**src/rtl/fetch_unit_pkg.sv**
```systemverilog
// Shared constants and FSM encoding for the instruction fetch stage.
package fetch_unit_pkg;

  localparam int unsigned XLEN = 32;

  localparam logic [XLEN-1:0] FETCH_PC_RESET = 32'h0000_3000;
  localparam logic [XLEN-1:0] FETCH_NOP_INST = 32'h0000_0000;

  typedef enum logic [1:0] {
    ST_EMPTY = 2'd0,
    ST_RUN   = 2'd1,
    ST_HOLD  = 2'd2
  } fetch_state_e;

endpackage

```
**src/rtl/fetch_unit.sv**
```systemverilog
// Fetch stage: drives a synchronous instruction memory and presents the
// returned word with its PC to IF/ID, holding it across stalls.
module fetch_unit
  import fetch_unit_pkg::*;
#(
  parameter logic [XLEN-1:0] PC_RESET = FETCH_PC_RESET,
  parameter logic [XLEN-1:0] NOP_INST = FETCH_NOP_INST
) (
  input  logic            clk,
  input  logic            reset,
  input  logic            stall,
  input  logic            redirect,
  input  logic [XLEN-1:0] redirect_pc,
  output logic [XLEN-1:0] imem_addr,
  input  logic [XLEN-1:0] imem_rdata,
  output logic [XLEN-1:0] Inst_out,
  output logic [XLEN-1:0] PC_out,
  output logic [XLEN-1:0] PC4_out,
  output logic            valid_out
);

  localparam logic [XLEN-1:0] PC_STEP = XLEN'(4);

  fetch_state_e    state;
  logic [XLEN-1:0] f_pc;
  logic [XLEN-1:0] req_pc;
  logic [XLEN-1:0] hold_inst;
  logic [XLEN-1:0] next_pc;

  // Redirect target replaces the sequential address only when the stage advances.
  assign next_pc   = redirect ? redirect_pc : f_pc + PC_STEP;
  assign imem_addr = {f_pc[XLEN-1:2], 2'b00};

  always_ff @(posedge clk) begin
    if (!reset) begin
      state     <= ST_EMPTY;
      f_pc      <= PC_RESET;
      req_pc    <= '0;
      hold_inst <= '0;
    end else begin
      unique case (state)
        ST_EMPTY: begin
          req_pc <= f_pc;
          f_pc   <= f_pc + PC_STEP;
          state  <= ST_RUN;
        end
        ST_RUN: begin
          if (stall) begin
            // Memory moves on next cycle, so park the current word locally.
            hold_inst <= imem_rdata;
            state     <= ST_HOLD;
          end else begin
            req_pc <= f_pc;
            f_pc   <= next_pc;
          end
        end
        ST_HOLD: begin
          if (!stall) begin
            req_pc <= f_pc;
            f_pc   <= next_pc;
            state  <= ST_RUN;
          end
        end
        default: state <= ST_EMPTY;
      endcase
    end
  end

  always_comb begin
    Inst_out  = NOP_INST;
    PC_out    = '0;
    PC4_out   = '0;
    valid_out = 1'b0;
    unique case (state)
      ST_RUN: begin
        Inst_out  = imem_rdata;
        PC_out    = req_pc;
        PC4_out   = req_pc + PC_STEP;
        valid_out = 1'b1;
      end
      ST_HOLD: begin
        Inst_out  = hold_inst;
        PC_out    = req_pc;
        PC4_out   = req_pc + PC_STEP;
        valid_out = 1'b1;
      end
      default: ;
    endcase
  end

endmodule

```
**config.mk**
```make
export PLATFORM = sky130hd
export DESIGN_NAME = fetch_unit
export DESIGN_NICKNAME = d
export VERILOG_FILES = /design/src/rtl/fetch_unit_pkg.sv /design/src/rtl/fetch_unit.sv
export SDC_FILE = /design/constraint.sdc
export NUM_CORES = 1
export LEC_CHECK = 0
export ABC_AREA = 0
export CAP_MARGIN = 20
export CORE_UTILIZATION = 45
export CTS_BUF_LIST = sky130_fd_sc_hd__clkbuf_8 sky130_fd_sc_hd__clkbuf_16
export DETAILED_ROUTE_END_ITERATION = 8
export PLACE_DENSITY = 0.78
export SLEW_MARGIN = 10
export SYNTH_ARGS = -nofsm -noshare
export SYNTH_HDL_FRONTEND = slang
export SYNTH_SLANG_ARGS = --single-unit
```
**constraint.sdc**
```tcl
create_clock -name clk -period 3.7 [get_ports clk]
set_clock_uncertainty 0.2 [all_clocks]
set_input_delay 0.74 -clock clk [delete_from_list [all_inputs] [get_ports clk]]
set_output_delay 0.74 -clock clk [all_outputs]
set_load 0.03 [all_outputs]
```
* Word level (Yosys, flattened, before mapping)
Cells that the tools add are included.
** Word-level totals
- Input port bits :: 68
- Output and inout bits :: 129
- Register bits :: 98
- Logic and storage cells :: 29
** Cells by class
- Mux-type cells :: 12
- Equality and inequality tests :: 5
- Add/sub/neg operators :: 2
- Reduce and logical (&&, ||, !) cells :: 6
** Operators with widths (number)
- 32-bit case mux with 2 select lines :: 3
- 32-bit two-way mux :: 5
- 32-bit by 3-bit adder with 32-bit output, second input constant :: 2
- 2-bit inequality test, second input constant :: 3
- 2-bit case mux with 3 select lines :: 1
- 2-bit AND reduction :: 3
- 2-bit two-way mux :: 2
- 2-bit by 1-bit equality test with 1-bit output, second input constant :: 1
- 2-bit equality test, second input constant :: 1
- 2-bit zero test :: 1
- 2-bit nonzero test :: 1
- 2-bit OR reduction :: 1
- 1-bit two-way mux :: 1

* Longest topological paths before layout
Gate-level depths: netlist of the first run.
- Depth in word-level cells :: 4
- Gate-level depth with buffers :: 10
- Depth with buffers taken out :: 7

* Worst setup path before layout of the first run
No wires, ideal clock.
- Kind :: register -> output
- Start :: register state[0]
- End :: output PC_out[0]
- Path slack :: 0.669 ns
- Arrival :: 2.091 ns
- Stages on the path, launching flop included :: 8
- Path buffers :: 4
- Cells stage by stage :: dfxtp_1 > inv_1 > ha_1 > buf_6 > clkbuf_1 > clkbuf_1 > and2_1 > buf_4
** Between the ends
- Cells in the longest elaborated chain, start to end :: 3
- Elaborated cells on any way between the ends :: 4
- Those cells by class :: 2 x eq/ne; 1 x mux; 1 x reduce/logical
** Ends and longest elaborated chain
- start, declared :: line fetch_unit.sv:24 : fetch_state_e state;
- start signal, assigned :: line fetch_unit.sv:36 : state <= ST_EMPTY;
- start signal, assigned :: line fetch_unit.sv:45 : state <= ST_RUN;
- start signal, assigned :: line fetch_unit.sv:51 : state <= ST_HOLD;
- 2-bit equality test / 2-bit by 1-bit equality test with 1-bit output (equally long branches) :: line fetch_unit.sv:74 : unique case (state)
- 2-bit OR reduction (no line) *
- 32-bit two-way mux * :: line fetch_unit.sv:74
- end, declared :: line fetch_unit.sv:17 : output logic [XLEN-1:0] PC_out,
Mark *: on every way between the ends. The rest lies on a longest branch, timed or not.

* Worst setup path after layout of the first run
- Start :: register req_pc[4]
- End :: output PC4_out[28]
** Between the ends
- Cells in the longest elaborated chain, start to end :: 2
** Ends and longest elaborated chain
- start, declared :: line fetch_unit.sv:26 : logic [XLEN-1:0] req_pc;
- start signal, assigned :: line fetch_unit.sv:43 : req_pc <= f_pc;
- start signal, assigned :: line fetch_unit.sv:53 : req_pc <= f_pc;
- start signal, assigned :: line fetch_unit.sv:59 : req_pc <= f_pc;
- 32-bit by 3-bit adder with 32-bit output :: line fetch_unit.sv:78, fetch_unit.sv:84
- 32-bit two-way mux
- end, declared :: line fetch_unit.sv:18 : output logic [XLEN-1:0] PC4_out,
No other way between the ends.

==> key figures, run 1 <==
Cells and area
  • Layout Cells excl Fill: roughly 1.1k
  • Register area: 1960 sq um
  • ANT cells: 0
  • Fillcell total: 1214
  • Core Util, Final: 62.3%
  • Layout cells sized above 1: 5.80%
  • Area grow syn2layout: 34.4%
  • Fin area: 8310 sq um
  • Multi-input logic area: 3690 sq um
  • Nets: 1036

Logic synthesis
  • Largest family of logic cells by synthesized area: simple AND/OR/NAND/NOR gates
  • Top cell type by total area after synthesis: dfxtp_1
  • Adder-cell share of the synthesized area: around 1.4%
  • Post-synthesis sequential area ratio: around a third
  • Mapped Area: 6180 sq um
  • Compound-gate portion of the synthesized area: 18.5%
  • Synthesized flop and latch total: 98
  • Mapped Cells: 838
  • Synth Flop Type: dfxtp_1
  • Post-synth top area share: 31.7%
  • Post-synth EDFFs: 0
  • Netlist cell types: 61
  • Simple-gate area share of the yosys netlist: 34.7%
  • Syn_area_per_cell: 7.38 sq um
  • Async SR Flop Fraction: 0%
  • Synth area leaders: dfxtp_1, nand2_1, and2_1
  • Yosys warning count: 0
  • XOR/XNOR share of the synthesized area: 3.54%
  • Mux contribution to synthesized area: 0.486%

Routing
  • Remaining antenna violation count: 0
  • DRT Pass-1 Iters: 5
  • Detailed-route vias per instance: between 5 and 6
  • WL final: between 15 and 20 mm
  • Post-route DRC: 0
  • Via count: between 6k and 7k
  • Iter 0 DRT Violations: 467
  • DR WL/cell: ~16 microns

Worst setup path
  • Crit Path Max Fanout: 12
  • Worst Setup SP: req_pc[4]
  • Crit Path Class: register to output pin
  • Crit start category: register
  • Critical path required time: 2.76 ns
  • Crit end category: output pin
  • Crit-path cells: and4_2 -> nand4_1 -> buf_4 -> nor4_2 -> xor2_1 -> and2_1 -> clkdlybuf4s50_1
  • Reg2reg start: state[0]
  • Arr. time, crit path: 2.64 ns
  • Slowest-stage cell, CP: clkdlybuf4s50_1
  • Max incr delay on CP: 0.66 ns
  • FF-to-FF path depth: 6

Pwr
  • Combinational power share: 52.7%
  • Leak: 3.01 nW
  • Switch Pwr: 2.53 mW
  • Clock Power Share: a little under a fifth
  • Sw Share: between 40% and 50%
  • Int Power: a little under 3 mW
  • Power Density: 657 nW/um^2
  • Sequential power share: 28.8%
  • Max rail drop VDD: 446 uV

Placed design
  • Dpl cells: 1126
  • Gpl congestion: roughly 0.84
  • Buffers on Ports: 194
  • HPWL after DPL: 12.2 mm
  • Placed instance area: between 7000 and 8000 sq um

Clock tree
  • Clk root buf: clkbuf_16
  • Worst-path clk slew: roughly 0.070 ns
  • Clock Sinks: 98
  • CTS H-tree lvls: 3
  • Post-CTS Setup Inserts: 0
  • Max clock buf depth: 2
  • CTS tree: yes
  • Clk Latency, worst-skew pair: roughly 0.34 ns
  • CTS buffer count: 9

Global routing
  • Met2 usage in global routing: 38.7%
  • GRT overflow: 0
  • GR Layer Usage met3: 5.32%
  • Grt met1 use: roughly a third
  • Pin count of the biggest net entering global routing: 90
  • GR Util All Layers: 24.8%
  • Grt peak-use layer: met2
  • First-pass GRT wire length: 28.5 mm
  • Number of global-route vias before repair: 5665
  • Initial antenna violation count: 0

Min path
  • Min-Delay Path Class: register to register
  • Worst Hold Depth: 2
  • Hold_sp: hold_inst[6]

Die
  • Die area: 14200 sq um
  • Chip width: 119 microns
  • Core area: 13300 sq um
  • I/O pin count: a little under 200
  • Initial core utilization: 46.3%
  • Chip height: 119 microns
  • Cell Rows: 42

Timing
  • Slew HR: between 20% and 30%
  • Max Clk Rate: 0.279 GHz
  • Setup Viol. Count Final: 0
  • Tmin final: about 3.6 ns
  • Slew @ Worst Pin: between 1 and 1.5 ns
  • Setup TNS: 0 ns
  • Slew Limit Fails: 0
  • Final hold vios: 0
  • Crit share post-route: 96.8%

Flow run
  • Max cap viols: 0

Run status
  • Outcome: complete, no violations
area by class of cell:
| type | count | area share, % |
|---|---|---|
| multi-input cells | 632 | 44.5 |
| repair buffers | 208 | 24.9 |
| flip-flops and latches | 98 | 23.6 |
| clock buffers | 10 | 2.88 |
| well taps | 176 | 2.65 |
| clock inverters | 6 | 0.994 |
| inverters | 12 | 0.542 |
per-layer routing:
metal / vias up / wire, microns
met4: 0 / 501
met1: 2840 / 7850
li1: 3107 / -
met3: 37 / 1330
met5: - / 0
met2: 271 / 8040
path summary, 6_finish.rpt:
check	endpoint	slack [ns]
max reg2reg	req_pc[31]	1.02
min	hold_inst[6]	0.26
min reg2reg	hold_inst[6]	0.26
max	PC4_out[28]	0.12
flip-flops by register name, indices dropped and copies added, names as in the netlist:
name and count:
hold_inst 32, req_pc 32, state 2, f_pc 32
what timing repair did:
item,CTS,global route
hold endpoints to repair,0,0
hold buffers,0,0
gates resized for setup,0,13
endpoints found under the setup margin,0,10
cell usage after synthesis, drive strengths merged (2+ instances only):
cell type	number
a311oi	2
o22ai	4
xor2	16
inv	12
ha	7
dfxtp	98
and3	15
o21ai	21
and4	4
a21oi	61
nor2	27
nor2b	36
xnor2	9
o221ai	2
clkbuf	51
o31a	4
nand3	30
nand2	179
nor3	11
o31ai	2
mux2i	3
nand4	23
nor4	13
o211ai	4
a21boi	27
and2	60
a31oi	9
or4	8
buf	45
a22oi	34
or3	5
metrics by stage:
stage	total power, mW	worst slack (ns)	hold WS [ns]
2_1_floorplan	3.61	0.669	0.237
3_3_place_gp	4.42	0.458	0.242
3_5_place_dp	4.45	0.424	0.250
4_1_cts	5.46	0.0494	0.259
5_1_grt	5.80	-0.0493	0.278
6_report	5.46	0.117	0.257
power groups by stage:
stage	Combinational (mW)	Clock [mW]	Sequential, mW
floorplan	2.13	0	1.48
global placement	2.84	0	1.58
detailed placement	2.86	0	1.59
CTS	2.88	1.01	1.56
global route	3.12	1.07	1.61
finish	2.88	1.01	1.57
logic make-up (layout without fill, tap and decap cells):
logic type | Yosys count | after routing
simple gates | 416 | 416
mux | 3 | 3
fa+ha+maj | 7 | 7
compound gates | 179 | 179
other cells | 1 | 2
buf+inv | 109 | 236
flops | 98 | 98
xor+xnor | 25 | 25
cell usage in the layout, fill, tap and decap left out, drive strengths merged, types with 9 or more instances in the layout:
cell and instances:
a22oi 34, buf 15, nand2 179, a21oi 61, xnor2 9, dfxtp 98, nor2b 36, and3 15
nand3 30, o21ai 21, a21boi 27, inv 14, a31oi 9, nor3 11, nand4 23, nor4 13
clkdlybuf4s50 188, xor2 16, nor2 27, and2 60, clkbuf 10
critical path, delay by kind of cell, from the launching register on:
family | cells | cell delay, ns
buffers and inverters | 2 | 0.86
xor gates and xnor gates | 1 | 0.15
DFF | 1 | 0.44
and+or+nand+nor | 4 | 0.85
No activity file was read; power rests on OpenSTA's default activity.
==> inputs of run 2 (changes only) <==
GPL_TIMING_DRIVEN = 0   (was not set)
MAX_ROUTING_LAYER = met4   (was not set)
==> key figures, run 2 (synthesis results as in run 1) <==
Pwr
  • Power Density: 688 nW/um^2 (was 657 nW/um^2)
  • Leak: 3.40 nW (was 3.01 nW)
  • Max rail drop VDD: 555 uV (was 446 uV)

Cells and area
  • Layout cells sized above 1: 8.78% (was 5.80%)
  • ANT cells: 0 (unchanged)
  • Nets: 1118 (was 1036)
  • Layout Cells excl Fill: 1224 (was 1142)
  • Largest regs: f_pc x32, hold_inst x32, req_pc x32 (unchanged)
  • Commonest cells after routing, fill and taps aside: nand2_1, clkdlybuf4s50_1, dfxtp_1 (was clkdlybuf4s50_1, nand2_1, dfxtp_1)
  • Area grow syn2layout: 42.0% (was 34.4%)
  • Core Util, Final: 65.8% (was 62.3%)

Die
  • Cell Rows: 42 (unchanged)
  • Chip height: 119 microns (unchanged)
  • Chip width: 119 microns (unchanged)
  • Core area: 13300 sq um (unchanged)
  • I/O pin count: 197 (unchanged)
  • Initial core utilization: 46.3% (unchanged)
  • Die area: 14200 sq um (unchanged)

Worst setup path
  • Top cell family by delay on the critical path: simple AND/OR/NAND/NOR gates (was buffers and inverters)
  • Crit start category: register (unchanged)
  • Max incr delay on CP: 0.44 ns (was 0.66 ns)
  • Arr. time, crit path: 2.64 ns (about the same)
  • Critical path required time: 2.76 ns (about the same)
  • Slowest-stage cell, CP: dfxtp_1 (was clkdlybuf4s50_1)
  • Crit Path Max Fanout: 10 (was 12)
  • Crit end category: output pin (unchanged)
  • Crit path top cell by count: buf_2
  • Crit-path cells: and4_1 -> buf_2 -> nand4_1 -> buf_2 -> nor4_2 -> xor2_1 -> and2_1 -> dlygate4sd2_1 (was and4_2 -> nand4_1 -> buf_4 -> nor4_2 -> xor2_1 -> and2_1 -> clkdlybuf4s50_1)
  • Crit Path Class: register to output pin (unchanged)
  • Worst path buffer plus inverter count: 3 (was 2)

Timing
  • Slew HR: 52.3% (was 29.8%)
  • Final hold vios: 0 (unchanged)
  • Setup ws final: 0.115 ns (was 0.117 ns)
  • Crit share post-route: 96.9% (was 96.8%)
  • Setup Viol. Count Final: 0 (unchanged)
  • Setup TNS: 0 ns (unchanged)
  • Slew Limit Fails: 0 (unchanged)
  • Slew @ Worst Pin: 0.716 ns (was 1.05 ns)
  • Tmin final: 3.58 ns (about the same)
  • Max Clk Rate: 0.279 GHz (about the same)

Run status
  • Outcome: complete, no violations (unchanged)

Routing
  • Iter 0 DRT Violations: 752 (was 467)
  • Via count: 6849 (was 6255)
  • DR WL/cell: 16.9 microns (was 15.5 microns)
  • DRT Pass-1 Iters: 6 (was 5)
  • Post-route DRC: 0 (unchanged)
  • Detailed-route vias per instance: 5.60 (was 5.48)
  • WL final: 20.7 mm (was 17.7 mm)
  • Remaining antenna violation count: 0 (unchanged)

Clock tree
  • Clk root buf: clkbuf_16 (unchanged)
  • Hold_buf cts: 0 (unchanged)
  • Clk Latency, worst-skew pair: 0.35 ns (was 0.34 ns)
  • Worst-path clk slew: 0.07 ns (about the same)
  • Post-CTS Setup Inserts: 0 (unchanged)
  • CTS tree: yes (unchanged)
  • Max clock buf depth: 2 (unchanged)
  • Clock Sinks: 98 (unchanged)
  • CTS buffer count: 9 (unchanged)
  • CTS H-tree lvls: 3 (unchanged)

Global routing
  • First-pass GRT wire length: 32.2 mm (was 28.5 mm)
  • GRT overflow: 0 (unchanged)
  • Pin count of the biggest net entering global routing: 20 (was 90)
  • GR Util All Layers: 29.4% (was 24.8%)
  • Number of global-route vias before repair: 6187 (was 5665)
  • Initial antenna violation count: 0 (unchanged)

Placed design
  • Dpl cells: 1209 (was 1126)
  • HPWL after DPL: 15.3 mm (was 12.2 mm)
  • Gpl congestion: 0.933 (was 0.845)
  • Pre-CTS WS: -0.114 ns (was 0.424 ns)
  • Buffers on Ports: 194 (unchanged)

Flow run
  • Max cap viols: 0 (unchanged)

Min path
  • Min-Delay Path Class: register to register (unchanged)
## run 2: cell types whose count changed in the layout (fill, tap and decap cells not counted), sizes merged
cell and change:
bufinv +2, clkdlybuf4s15 +1, clkinvlp -2, buf +30, dlygate4sd2 +7, clkdlybuf4s50 -10, clkinv +1, clkbuf +50
dlymetal6s2s +4, inv -1
## run 2: worst min-delay path, stage by stage (launching register included)
cell and delay (ns):
dfxtp_1 0.31, nand2_1 0.05, a21oi_1 0.05
## run 2: worst paths after layout
| kind | from | endpoint | slack, ns | depth (start not counted) |
|---|---|---|---|---|
| max reg2reg | state[0] | f_pc[7] | 0.41 | 8 |
| max | req_pc[4] | PC4_out[28] | 0.12 | 8 |
| min reg2reg | hold_inst[16] | hold_inst[16] | 0.26 | 2 |
| min | hold_inst[16] | hold_inst[16] | 0.26 | 2 |
## run 2: layer usage
layer / global-route usage (%) / wire length [microns] / vias up
li1: - / - / 3276
met1: 38.5 / 8780 / 3127
met2: 46.6 / 9530 / 387
met3: 3.21 / 1800 / 59
met4: 11.2 / 596 / 0
met5: - / 0 / -
## run 2: cell type report
| cell class | instances | area, sq um |
|---|---|---|
| Timing Repair Buffer | 194 | 1950 |
| Tap cell | 176 | 220 |
| Clock inverter | 6 | 129 |
| Clock buffer | 10 | 239 |
| Buffer | 96 | 556 |
| Fill cell | 1220 | 4570 |
| Inverter | 12 | 45.0 |
| Multi-Input combinational cell | 632 | 3680 |
| Sequential cell | 98 | 1960 |
## run 2: repair_timing
action / in CTS / in global routing
cloned: 0 / 0
hold endpoints to repair: 0 / 0
gates resized for setup: 9 / 34
endpoints found under the setup margin: 64 / 49
## run 2: per-stage QoR
stage / instance area, sq um / hold slack (ns) / power, mW
final: 8780 / 0.259 / 6.05
after floorplan: 6190 / 0.237 / 3.61
after CTS: 8700 / 0.259 / 5.99
after global routing: 8780 / 0.270 / 6.34
after global placement: 8350 / 0.242 / 4.82
after detailed placement: 8350 / 0.251 / 4.84
## run 2: where the power goes
| part | internal (mW) | switching, mW | total, mW |
|---|---|---|---|
| logic | 1.23 | 2.09 | 3.32 |
| registers | 1.27 | 0.298 | 1.57 |
| clock network | 0.744 | 0.412 | 1.16 |
| total | 3.25 | 2.80 | 6.05 |
